<file path="config.mk">
export PLATFORM = sky130hd
export DESIGN_NAME = regfile_rename
export DESIGN_NICKNAME = d
export VERILOG_FILES = /design/src/rtl/regfile_rename.sv
export SDC_FILE = /design/constraint.sdc
export NUM_CORES = 2
export LEC_CHECK = 0
export BUFFER_PORTS_ARGS = -buffer_cell sky130_fd_sc_hd__clkbuf_2
export CORE_MARGIN = 5
export CORE_UTILIZATION = 60
export DETAILED_ROUTE_END_ITERATION = 10
export GPL_ROUTABILITY_DRIVEN = 1
export GPL_TIMING_DRIVEN = 0
export MAX_ROUTING_LAYER = met4
export PLACE_DENSITY = 0.76
export SLEW_MARGIN = 20
export SYNTH_ARGS = -nofsm -noshare
export SYNTH_HDL_FRONTEND = slang
export SYNTH_SLANG_ARGS = --single-unit
</file>
<file path="constraint.sdc">
create_clock -name clk -period 45.8 [get_ports clk]
set_clock_uncertainty 0.2 [all_clocks]
set_input_delay 2.29 -clock clk [delete_from_list [all_inputs] [get_ports clk]]
set_output_delay 2.29 -clock clk [all_outputs]
set_load 0.005 [all_outputs]
</file>
<file path="src/rtl/regfile_rename.sv">
// Register file with per-register rename status (busy + producer tag) for a Tomasulo pipeline.
// Issue renames destinations; CDB broadcasts retire them by tag; read ports bypass the live CDB.

module regfile_rename_rdport #(
  parameter int DATA_W = 32,
  parameter int TAG_W  = 4
) (
  input  logic              en,
  input  logic              busy,
  input  logic [TAG_W-1:0]  tag,
  input  logic [DATA_W-1:0] val,
  input  logic              cdb_valid,
  input  logic [TAG_W-1:0]  cdb_tag,
  input  logic [DATA_W-1:0] cdb_data,
  output logic [DATA_W-1:0] rdata,
  output logic              rbusy,
  output logic [TAG_W-1:0]  rtag
);
  always_comb begin
    rdata = '0;
    rbusy = 1'b0;
    rtag  = '0;
    if (en) begin
      if (busy && cdb_valid && cdb_tag == tag) begin
        rdata = cdb_data;
      end else if (busy) begin
        rdata = val;
        rbusy = 1'b1;
        rtag  = tag;
      end else begin
        rdata = val;
      end
    end
  end
endmodule

module regfile_rename #(
  parameter int DATA_W = 32,
  parameter int ADDR_W = 5,
  parameter int TAG_W  = 4
) (
  input  logic              clk,
  input  logic              rst,
  input  logic              iss_valid,
  input  logic [ADDR_W-1:0] iss_rd,
  input  logic [TAG_W-1:0]  iss_tag,
  input  logic              cdb_valid,
  input  logic [TAG_W-1:0]  cdb_tag,
  input  logic [DATA_W-1:0] cdb_data,
  input  logic              flush,
  input  logic              rena1,
  input  logic [ADDR_W-1:0] raddr1,
  output logic [DATA_W-1:0] rdata1,
  output logic              rbusy1,
  output logic [TAG_W-1:0]  rtag1,
  input  logic              rena2,
  input  logic [ADDR_W-1:0] raddr2,
  output logic [DATA_W-1:0] rdata2,
  output logic              rbusy2,
  output logic [TAG_W-1:0]  rtag2,
  input  logic [ADDR_W-1:0] dbg_addr,
  output logic [DATA_W-1:0] dbg_data,
  output logic [ADDR_W:0]   nbusy
);
  localparam int NREGS = 1 << ADDR_W;

  logic [NREGS-1:0][DATA_W-1:0] regs;
  logic [NREGS-1:0][TAG_W-1:0]  tags;
  logic [NREGS-1:0]             busy, hit, busy_nxt;
  logic [ADDR_W:0]              cnt;
  logic                         iss_ok;

  assign iss_ok = iss_valid && iss_rd != '0 && !flush;

  // Issue overrides a same-cycle CDB retire on status; flush overrides both.
  always_comb begin
    for (int i = 0; i < NREGS; i++)
      hit[i] = cdb_valid && busy[i] && tags[i] == cdb_tag;
    busy_nxt = busy & ~hit;
    if (flush) busy_nxt = '0;
    else if (iss_ok) busy_nxt[iss_rd] = 1'b1;
    busy_nxt[0] = 1'b0;
    cnt = '0;
    for (int i = 0; i < NREGS; i++)
      cnt = cnt + {{ADDR_W{1'b0}}, busy_nxt[i]};
  end

  always_ff @(posedge clk or posedge rst) begin
    if (rst) begin
      regs  <= '0;
      tags  <= '0;
      busy  <= '0;
      nbusy <= '0;
    end else begin
      for (int i = 1; i < NREGS; i++)
        if (hit[i]) regs[i] <= cdb_data;
      if (iss_ok) tags[iss_rd] <= iss_tag;
      busy  <= busy_nxt;
      nbusy <= cnt;
    end
  end

  logic [1:0]                   ren;
  logic [1:0][ADDR_W-1:0]       ra;
  logic [1:0][DATA_W-1:0]       rd;
  logic [1:0]                   rb;
  logic [1:0][TAG_W-1:0]        rt;

  assign ren = {rena2, rena1};
  assign ra  = {raddr2, raddr1};

  for (genvar p = 0; p < 2; p++) begin : g_rd
    regfile_rename_rdport #(.DATA_W(DATA_W), .TAG_W(TAG_W)) u_rd (
      .en        (!rst && ren[p] && ra[p] != '0),
      .busy      (busy[ra[p]]),
      .tag       (tags[ra[p]]),
      .val       (regs[ra[p]]),
      .cdb_valid (cdb_valid),
      .cdb_tag   (cdb_tag),
      .cdb_data  (cdb_data),
      .rdata     (rd[p]),
      .rbusy     (rb[p]),
      .rtag      (rt[p])
    );
  end

  assign rdata1   = rd[0];
  assign rbusy1   = rb[0];
  assign rtag1    = rt[0];
  assign rdata2   = rd[1];
  assign rbusy2   = rb[1];
  assign rtag2    = rt[1];
  assign dbg_data = rst ? '0 : regs[dbg_addr];
endmodule

</file>
==> flow_metrics.tcl <==
set metrics [dict create \
    synth_ff_type "sky130_fd_sc_hd__dfrtp_1" \
    final_common_cell "sky130_fd_sc_hd__mux2_2" \
    grt_start_max_net_pins 109 \
    clk_path_buf_depth 3 \
    path_clk_slew_ns 0.06 \
    place.gp.congestion 1.04 \
    top_achievable_clock_speed_mhz 100 \
    grt_pass1_vias 54300 \
    synth_cells 4947 \
    floorplan.die_area_mm2 0.129 \
    source_of_the_worst_register_to_register_timing_path "tags[7]$_DFFE_PP0P_" \
    drcViolationCount 0 \
    finalInstanceArea_mm2 0.0807 \
    finalSetupViolCount 0 \
    unrepaired_setup_endpoints_after_global_routing "false" \
    portBuffers 157 \
    initial_antenna_violation_count 14 \
    post_cts_resized 0 \
    drt-vias-per-instance 7.87 \
    clock_latency_ns 0.80 \
    final_hold_vios 0 \
    wl_per_cell_um 41.9 \
    fin_crit_sh 0.218 \
    worst_setup_path_start "rst" \
    final_core_util 0.671 \
    mappedNetlistArea_mm2 0.0729 \
    initial_utilization 0.606 \
    power_per_cell_area_mw_per_mm2 30.9 \
    route.vias.total 55100 \
    post_cts_buffers 0 \
    critical_path_required_ns 43.31 \
    ios 179 \
    finalWirelength_mm 293 \
    postSynth.asyncResetShare 1.00 \
    endpoint_of_the_most_critical_register_to_register_path "nbusy[4]$_DFF_PP0_" \
    slew_headroom 0.122 \
    worstHoldStart "tags[1]$_DFFE_PP0P_" \
    finalMaxSlewViolations 0 \
    drt-pass1-iter-count 8 \
    tritoncts_num_sinks 1157 \
    ys_warn_count 32 \
    layout-drive-gt1-share 0.498 \
    result_of_the_run "finished, final reports clean" \
    hold_path_class "reg2reg" \
    irDropWorstVdd_mv 0.0418 \
    layout_common_cells "1191 x sky130_fd_sc_hd__mux2_2, 1157 x sky130_fd_sc_hd__dfrtp_1, 888 x sky130_fd_sc_hd__mux4_2" \
    timing.max_cap.violations 0 \
    route.antenna.remaining_nets 0 \
    wire_length_of_the_first_global_routing_pass_mm 409 \
    grt_usage 0.474 \
    core.rowCount 127 \
    die_width_um 359 \
    synth_seq_cells 1157 \
    synth_cell_types 55 \
    syn-mean-instance-area_um2 14.7 \
    die_y_um 359 \
    drt_iter0_drc 9398 \
    leakage_nw 36.5 \
    timing.reg2reg.setup_slack_ns 38.45 \
    syn2layout_area_growth_pct 10.7 \
    hold_buffers 0 \
    final_nets 5357 \
    critical_path_arrival_ns 7.50 \
    timing_worst_slew_pin_value_ns 1.32 \
    clock_tree.root_cell "sky130_fd_sc_hd__clkbuf_16" \
    design.core.area_mm2 0.120 \
    cp-endpoint "rdata1[15]" \
    worst-path-max-fanout 104 \
    reg2reg_depth 21 \
    synth_fp_nets 5044 \
    min_period_ns 9.99 \
    ctsHtreeMaxLevel 4 \
    critical_path_class "in2out" \
    sequential_share_of_the_synthesized_area 0.397 \
    worst_setup_path_start_kind "input port" \
    grt-ovfl-total 0 \
    tritoncts_clock_tree "done" \
    final_layout_setup_total_negative_slack_ns 0 \
    crit_path_end_kind "output port" \
    dpl-instance-area_mm2 0.0762 \
    cts_bufs_inserted 135 \
    dp_hpwl_mm 205 \
    synth_edf_count 0 \
]
-- metrics by stage --
| stage | worst slack (ns) | power, mW | hold WS [ns] | cells |
|---|---|---|---|---|
| after global routing | 35.61 | 2.54 | 0.318 | 6988 |
| after floorplan | 10.47 | 1.27 | 0.239 | 4947 |
| after global placement | -2.02 | 1.39 | 0.270 | 6716 |
| final | 35.81 | 2.50 | 0.294 | 6998 |
| after detailed placement | 35.61 | 1.40 | 0.279 | 6733 |
| after CTS | 35.75 | 2.47 | 0.292 | 6967 |
-- cell type report --
class                      count  area [µm²]
sequential                  1157       29000
tap                         1612        2020
fill                        8560       39600
clock inverter                40         442
timing repair buffer         176        1250
multi-input combinational   3174       41400
antenna                       29        72.6
clock buffer                 194        3910
buffer                       540        2400
inverter                      76         293
-- Yosys cell counts (all sizes together) (6+ instances only) --
cell type / instances / area share
a21o: 15 / 0.0015
a21oi: 24 / 0.0016
a221oi: 6 / 0.00072
a222oi: 15 / 0.0021
a22o: 82 / 0.0099
a22oi: 11 / 0.0011
and3: 6 / 0.00051
buf: 206 / 0.014
clkbuf: 334 / 0.017
dfrtp: 1157 / 0.40
fa: 23 / 0.0063
ha: 7 / 0.0012
inv: 74 / 0.0038
mux2: 1191 / 0.18
mux2i: 179 / 0.025
mux4: 901 / 0.28
nand2: 208 / 0.011
nand2b: 49 / 0.0042
nand3: 17 / 0.0012
nand4: 19 / 0.0016
nor2: 64 / 0.0033
nor2b: 12 / 0.0010
nor3: 38 / 0.0027
o211ai: 82 / 0.0084
o21ai: 67 / 0.0046
o22ai: 33 / 0.0028
or2: 8 / 0.00069
xnor2: 23 / 0.0028
xor2: 66 / 0.0079
-- worst max-delay path, stage by stage --
cell and delay (ns):
sky130_fd_sc_hd__clkbuf_2 0.37, sky130_fd_sc_hd__inv_8 0.43, sky130_fd_sc_hd__buf_16 0.40, sky130_fd_sc_hd__buf_16 0.45
sky130_fd_sc_hd__buf_16 0.40, sky130_fd_sc_hd__o211a_1 0.36, sky130_fd_sc_hd__clkbuf_1 0.98, sky130_fd_sc_hd__clkbuf_1 0.83
sky130_fd_sc_hd__nand2_1 0.11, sky130_fd_sc_hd__mux2i_1 0.38, sky130_fd_sc_hd__clkbuf_2 0.19
-- kinds of logic (layout without fill, tap and decap cells) --
group	Yosys count	count (layout)	share of synthesized area
DFF	1157	1157	0.397
and+or+nand+nor	439	439	0.0279
adders and majority gates	30	30	0.00752
buffers and inverters	616	1026	0.0351
AOI/OAI and AO/OA	345	345	0.0339
xor gates and xnor gates	89	89	0.0107
other	0	29	0
muxes	2271	2271	0.488
-- power by group --
group          switching (mW)  internal (mW)  total [mW]  leakage (nW)
Combinational           0.205          0.112       0.317          18.3
Clock                   0.466          0.633        1.10          2.15
Sequential             0.0320           1.05        1.08          16.0
Total                   0.704           1.79        2.50          36.5
-- flip-flops by register name (all words and copies together) (netlist names) --
signal and cells:
nbusy 6, regs 992, tags 128, busy 31
-- how the worst min path moves through the flow --
stage | end | slack (ns) | depth (start not counted)
detailed placement | tags[1]$_DFFE_PP0P_ | 0.28 | 1
global placement | tags[2]$_DFFE_PP0P_ | 0.27 | 1
CTS | tags[1]$_DFFE_PP0P_ | 0.29 | 1
finish | tags[1]$_DFFE_PP0P_ | 0.29 | 1
global route | tags[2]$_DFFE_PP0P_ | 0.32 | 1
floorplan | tags[1]$_DFFE_PP0P_ | 0.24 | 1
-- per-layer routing --
metal / routed length, µm / vias up / part of all wire / track usage
met3: 44900 / 1305 / 0.15 / 0.212
li1: - / 20100 / - / -
met1: 99500 / 28600 / 0.34 / 0.579
met4: 23900 / 0 / 0.082 / 0.299
met5: 0 / - / 0 / -
met2: 125000 / 5073 / 0.43 / 0.643
Note: power is estimated with default switching activity, not from simulation.
